===== config.mk =====
export PLATFORM = sky130hd
export DESIGN_NAME = cpu_retire_trace
export DESIGN_NICKNAME = d
export VERILOG_FILES = /design/src/rtl/cpu_retire_trace.sv
export SDC_FILE = /design/constraint.sdc
export NUM_CORES = 1
export LEC_CHECK = 0
export CORE_MARGIN = 3
export CORE_UTILIZATION = 65
export CTS_CLUSTER_DIAMETER = 40
export DETAILED_ROUTE_END_ITERATION = 8
export PLACE_DENSITY = 0.95
export SETUP_SLACK_MARGIN = 0.5
export SYNTH_ARGS = -nofsm -noshare
export SYNTH_HDL_FRONTEND = slang
export SYNTH_SLANG_ARGS = --single-unit

===== constraint.sdc =====
create_clock -name CLK -period 16 [get_ports CLK]
set_input_delay 3.2 -clock CLK [delete_from_list [all_inputs] [get_ports CLK]]
set_output_delay 3.2 -clock CLK [all_outputs]
set_load 0.01 [all_outputs]

===== src/rtl/cpu_retire_trace.sv =====
// Retirement trace recorder for a multi-cycle CPU: circular pre-trigger history,
// PC-match trigger with a fixed post-trigger window, oldest-first valid/ready readout.
module cpu_retire_trace #(
   parameter int         DEPTH    = 16,
   parameter int         ADDR_W   = 4,
   parameter logic [2:0] IF_STATE = 3'b000,
   parameter int         POST_CNT = 8
) (
   input  logic              CLK,
   input  logic              Reset,
   input  logic              arm,
   input  logic [31:0]       trig_pc,
   input  logic [2:0]        state,
   input  logic [2:0]        nextState,
   input  logic [31:0]       curPC,
   input  logic [31:0]       instr,
   input  logic [4:0]        rd,
   input  logic [31:0]       DB,
   output logic              out_valid,
   input  logic              out_ready,
   output logic [31:0]       out_pc,
   output logic [31:0]       out_instr,
   output logic [4:0]        out_rd,
   output logic [31:0]       out_db,
   output logic [ADDR_W:0]   count,
   output logic              busy,
   output logic              done
);

   typedef enum logic [1:0] {S_IDLE, S_ARMED, S_POST, S_DONE} fsm_t;

   fsm_t              fsm, fsm_nx;
   logic [100:0]      mem [DEPTH];
   logic [100:0]      rd_entry;
   logic [ADDR_W-1:0] wr_ptr, rd_ptr, post_left;
   logic              retire, capture, trig_hit, beat;

   // An instruction retires on the cycle the CPU leaves a non-fetch state for fetch.
   assign retire   = (state != IF_STATE) && (nextState == IF_STATE);
   assign capture  = retire && ((fsm == S_ARMED) || (fsm == S_POST));
   assign trig_hit = (fsm == S_ARMED) && retire && (curPC == trig_pc);
   assign beat     = out_valid && out_ready;

   always_ff @(posedge CLK) begin
      if (Reset) fsm <= S_IDLE;
      else       fsm <= fsm_nx;
   end

   always_comb begin
      fsm_nx = fsm;
      if (arm) begin
         fsm_nx = S_ARMED;
      end else begin
         case (fsm)
            S_IDLE:  fsm_nx = S_IDLE;
            S_ARMED: if (trig_hit) fsm_nx = (POST_CNT == 0) ? S_DONE : S_POST;
            S_POST:  if (retire && (post_left == ADDR_W'(1))) fsm_nx = S_DONE;
            S_DONE:  if (beat && (count == (ADDR_W+1)'(1))) fsm_nx = S_IDLE;
            default: fsm_nx = S_IDLE;
         endcase
      end
   end

   always_ff @(posedge CLK) begin
      if (Reset) begin
         wr_ptr    <= '0;
         rd_ptr    <= '0;
         count     <= '0;
         post_left <= '0;
      end else if (arm) begin
         wr_ptr    <= '0;
         rd_ptr    <= '0;
         count     <= '0;
         post_left <= '0;
      end else begin
         if (capture) begin
            wr_ptr <= wr_ptr + 1'b1;
            // Full buffer: the oldest entry is overwritten, so the read side advances with it.
            if (count == (ADDR_W+1)'(DEPTH)) rd_ptr <= rd_ptr + 1'b1;
            else                             count  <= count + 1'b1;
         end
         if (trig_hit)                        post_left <= ADDR_W'(POST_CNT);
         else if ((fsm == S_POST) && retire)  post_left <= post_left - 1'b1;
         if (beat) begin
            rd_ptr <= rd_ptr + 1'b1;
            count  <= count - 1'b1;
         end
      end
   end

   always_ff @(posedge CLK) begin
      if (!Reset && !arm && capture) mem[wr_ptr] <= {curPC, instr, rd, DB};
   end

   assign rd_entry  = mem[rd_ptr];
   assign out_valid = (fsm == S_DONE) && (count != '0);
   assign out_pc    = out_valid ? rd_entry[100:69] : 32'd0;
   assign out_instr = out_valid ? rd_entry[68:37]  : 32'd0;
   assign out_rd    = out_valid ? rd_entry[36:32]  : 5'd0;
   assign out_db    = out_valid ? rd_entry[31:0]   : 32'd0;
   assign busy      = (fsm == S_ARMED) || (fsm == S_POST);
   assign done      = (fsm == S_DONE);

endmodule

# Word level (Yosys, flattened, before mapping)
# Memory sizes are Yosys's and may differ from the RTL's. A register that Yosys moved wholly into a read port is not among the register bits.
# Index checks and enable logic that the tools add are counted.
op_classes:
  n_addsub: 5
  eq_ne: 14
  mux: 21
  reduce_logical: 27
ops:
  columns: ["op", "count"]
  rows:
  - ["two-way mux 32 bit", 3]
  - ["equality test 32 bit", 1]
  - ["two-way mux 4 bit", 7]
  - ["two-way mux 5 bit", 4]
  - ["logical AND 1 bit", 11]
  - ["adder 4 x 1 -> 4 bit (second input constant)", 2]
  - ["case mux 2 bit (4 select lines)", 1]
  - ["two-way mux 2 bit", 3]
  - ["inequality test 2 bit (second input constant)", 3]
  - ["inequality test 3 bit (second input constant)", 2]
  - ["AND reduction 3 bit", 2]
  - ["nonzero test 2 bit", 3]
  - ["adder 5 x 1 -> 5 bit (second input constant)", 1]
  - ["equality test 5 x 1 -> 1 bit (second input constant)", 1]
  - ["equality test 5 bit (second input constant)", 1]
  - ["nonzero test 5 bit", 1]
  - ["subtractor 5 x 1 -> 5 bit (second input constant)", 1]
  - ["equality test 2 bit (second input constant)", 2]
  - ["equality test 4 x 1 -> 1 bit (second input constant)", 1]
  - ["AND reduction 2 bit", 2]
  - ["subtractor 4 x 1 -> 4 bit (second input constant)", 1]
  - ["logical NOT 3 bit", 1]
  - ["two-way mux 1 bit", 3]
  - ["inequality test 3 x 2 -> 1 bit (second input constant)", 1]
  - ["other kinds (8)", 9]
word_totals:
  regBits: 19
  ram_bits: 1616
  wordCells: 75
  memories: 1
memory_table:
  columns: ["name", "words", "width", "rd", "rd_ports_with_merged_regs", "wr", "line", "source"]
  rows:
  - ["mem", 16, 101, 1, 1, 1, "33", "logic [100:0] mem [DEPTH];"]

# Depth between registers and ports, before layout
depth:
  depth_word: 7
  mapped_depth: 8
  depth_no_buf: 8

# Least setup slack after synthesis
# Ideal clock, no wire load.
synth_timing:
  path_kind: "input-to-reg"
  from: "in nextState[1]"
  to: "mem mem[4][0], enable pin"
  setup_time_ps: 562
  arrival_time_ps: 8511
  slack_ps: 6928
  stages: 5
  n_path_buf: 1
  path_cell_list: "or3_1 -> nor3_2 -> clkbuf_1 -> nand2_1 -> nor2_1"
synth_between:
  elab_chain_len: 6
synth_lines:
  columns: ["element", "line", "source"]
  rows:
  - ["start: declaration", "14", "input logic [2:0] nextState,"]
  - ["logical NOT 3 bit", "39", "assign retire = (state != IF_STATE) && (nextState == IF_STATE);"]
  - ["logical AND 1 bit", "39", null]
  - ["logical AND 1 bit", "40", "assign capture = retire && ((fsm == S_ARMED) || (fsm == S_POST));"]
  - ["logical AND 1 bit", "92", "if (!Reset && !arm && capture) mem[wr_ptr] <= {curPC, instr, rd, DB};"]
  - ["two-way mux 1 bit", "92", null]
  - ["two-way mux 1 bit (not written as such)", "92", null]
  - ["end: declaration", "33", null]
# Every way passes these cells.

==> impl_metrics.yaml <==
min_path:
  hold-path-cell-count: 2
  hp-class: "reg2reg"
global_routing:
  grt_pass1_vias: 33000
  grt_max_degree: 189
  grt_use_total_pct: 36.4
  overflow: 0
  grt_pass1_wl_um: 251000
  antenna_found_initial: 18
timing:
  layout_worst_path_cycle_share_pct: 49.2
  max_freq_ghz: 0.127
  final.setup_skew_ps: 28.9
  finalHoldViolCount: 0
  period_needed_ps: 7870
  fin_tns_setup_ps: 0
  setup_viol: 0
  max_slew.worst_pin.slew_ps: 1290
  relSlewSlack_pct: 13.9
  rsz0062_at_grt: "false"
  setup_ws_ps: 8130
  slew_violations: 0
power:
  ir_worst_vdd_mv: 0.0884
  p_total_w: 0.00885
  power.density_nw_per_um2: 122
  p_leak_nw: 21.8
clock_tree:
  cts_tree: "done"
  numCtsBuffers: 168
  ctsHtreeMaxLevel: 4
  post-cts-setup-buffers: 0
  cts_buffer_depth: 3
  clkTransAtPathRegs_ps: 70
  cts_sinks: 1639
  clock_latency_ps: 780
  clockRootBuffer: "clkbuf_16"
  ctsResizeCount: 0
  hold_buffers: 0
final_layout:
  fin_nets: 3057
  drive_gt1_share_pct: 27.5
  layout_common_cells: "edfxtp_1 (1616), mux4_2 (505), clkdlybuf4s50_1 (251)"
  fillers: 4358
  layout_commonest_cell: "edfxtp_1"
  postLayoutCellArea_um2: 72500
  final_core_util_pct: 75.9
  syn_to_final_growth_pct: 15.2
placement:
  gp_congestion: 0.826
  placed_area_um2: 66900
  dpl.hpwl_um: 85000
  dp_slack_ps: 8950
  portBuffers: 251
critical_path:
  end_kind: "output pin"
  worst-r2r-setup-slack_ps: 12190
  cp_cell_sequence: "buf_4, mux4_2, mux4_2, and2_1, clkdlybuf4s50_1"
  crit_top_cell: "mux4_2"
  r2r_cells: 7
  crit_required_ps: 12800
  worstPathMaxFanout: 49
  crit_path_start_kind: "flop"
  path_class: "reg2out"
  worst_path_largest_cell_delay_ps: 950
  critPathSlowestCell: "buf_4"
  crit_arrival_ps: 4670
route:
  wl_per_cell_um: 40.9
  drt_iter0_markers: 5066
  avgViaCountPerCell: 7.33
  num_vias: 31700
  drtPass1Iterations: 6
  drc_errors: 0
  drt_wl_total_um: 177000
  drtAntennaViolNets: 0
synth:
  synth-seq-area-share_pct: 77.9
  netlist_area_um2: 62900
  yosys_register_bits: 1639
  syn_nets: 2715
  yosysUniqueCellTypes: 36
  syn_inst: 2558
  ys.warnings.count: 0
  synth_area_per_cell_um2: 24.6
floorplanning:
  dieArea_um2: 101000
  coreArea_um2: 95400
  die_x_um: 317
  num_io_pins: 252
  die_height_um: 317
  rows: 113
  initial_core_util_pct: 65.9
flow_run:
  max-cap-violations: 0
run_status:
  status: "finished clean"
-- cells by family after synthesis --
| group | Yosys count | synth area share (%) |
|---|---|---|
| compound gates | 12 | 0.149 |
| xor+xnor | 45 | 0.626 |
| fa+ha+maj | 14 | 0.278 |
| buf+inv | 137 | 1.14 |
| flops | 1639 | 77.9 |
| mux | 507 | 18.1 |
| simple gates | 204 | 1.83 |
-- through the flow --
stage	cells	hold slack [ps]
3_5_place_dp	3995	512
4_1_cts	4308	553
5_1_grt	4315	589
6_report	4319	554
2_1_floorplan	2558	477
3_3_place_gp	3995	490
-- final cells by class --
cell class                 instances  area (um^2)  share of cell area [%]
timing repair buffer             298         2940                    4.06
clock inverter                   116         1180                    1.62
antenna                           11         27.5                  0.0380
clock buffer                     197         4400                    6.07
sequential                      1639        49000                    67.6
inverter                          11         41.3                  0.0570
multi-input combinational        782        13300                    18.4
tap                             1265         1580                    2.18
-- final timing paths --
kind	startpoint	to
worst min register to register	post_left[1]	post_left[1]
worst max-delay path	flop	out_instr[2]
worst max register to register	fsm[0]	mem[7][49]
worst min-delay path	post_left[1]	post_left[1]
-- sequential cells by signal (all words and copies together), names as in the netlist, named ones only --
signal	count
post_left	4
count	5
rd_ptr	4
wr_ptr	4
mem	1616
fsm	2
-- per-layer routing --
metal	part of all wire [%]	routed length, um	track usage (%)
met2	51	89300	58.7
met1	32	56300	47.8
met5	0.058	103	0
met3	12	22000	8.95
met4	5.1	8980	17.2
-- cells in the mapped netlist --
cell         n  area share [%]
a211oi_1     2           0.024
a21oi_1      3           0.024
a22oi_1      1           0.012
a31oi_1      1           0.010
a41o_1       2           0.032
a41oi_1      2           0.028
and2_1     102             1.0
and3_1      12            0.12
buf_1       12           0.072
buf_2        7           0.056
buf_4       30            0.36
buf_6       11            0.20
clkbuf_1    66            0.39
dfxtp_1     23            0.73
edfxtp_1  1616              77
ha_1        14            0.28
inv_1       11           0.066
mux2i_1      2           0.032
mux4_2     505              18
nand2_1     15           0.089
nand2b_1     1           0.010
nand3_1      8           0.064
nand4_1     16            0.16
nor2_1      33            0.20
nor2b_1      1           0.010
nor3_1       6           0.048
nor3_2       1           0.016
nor4_1       4           0.040
nor4b_1      1           0.014
o31ai_2      1           0.020
or2_1        1           0.010
or2_2        1           0.010
or3_1        1           0.010
or4b_1       1           0.016
xnor2_1     37            0.52
xor2_1       8            0.11
-- where the power goes --
group          internal (W)  switching (W)  total, W  leakage (nW)
sequential          0.00471     0.00000116   0.00472          14.7
combinational     0.0000420      0.0000859  0.000128          4.41
clock               0.00225        0.00176   0.00401          2.71
total               0.00700        0.00185   0.00885          21.8
-- critical path, delay by kind of cell, from the launching register on --
family / cells / cell delay [ps]
buffers and inverters: 2 / 1440
flip-flops: 1 / 910
multiplexers: 2 / 1200
AND/OR/NAND/NOR: 1 / 230
Power figures use the tool's default switching activity.
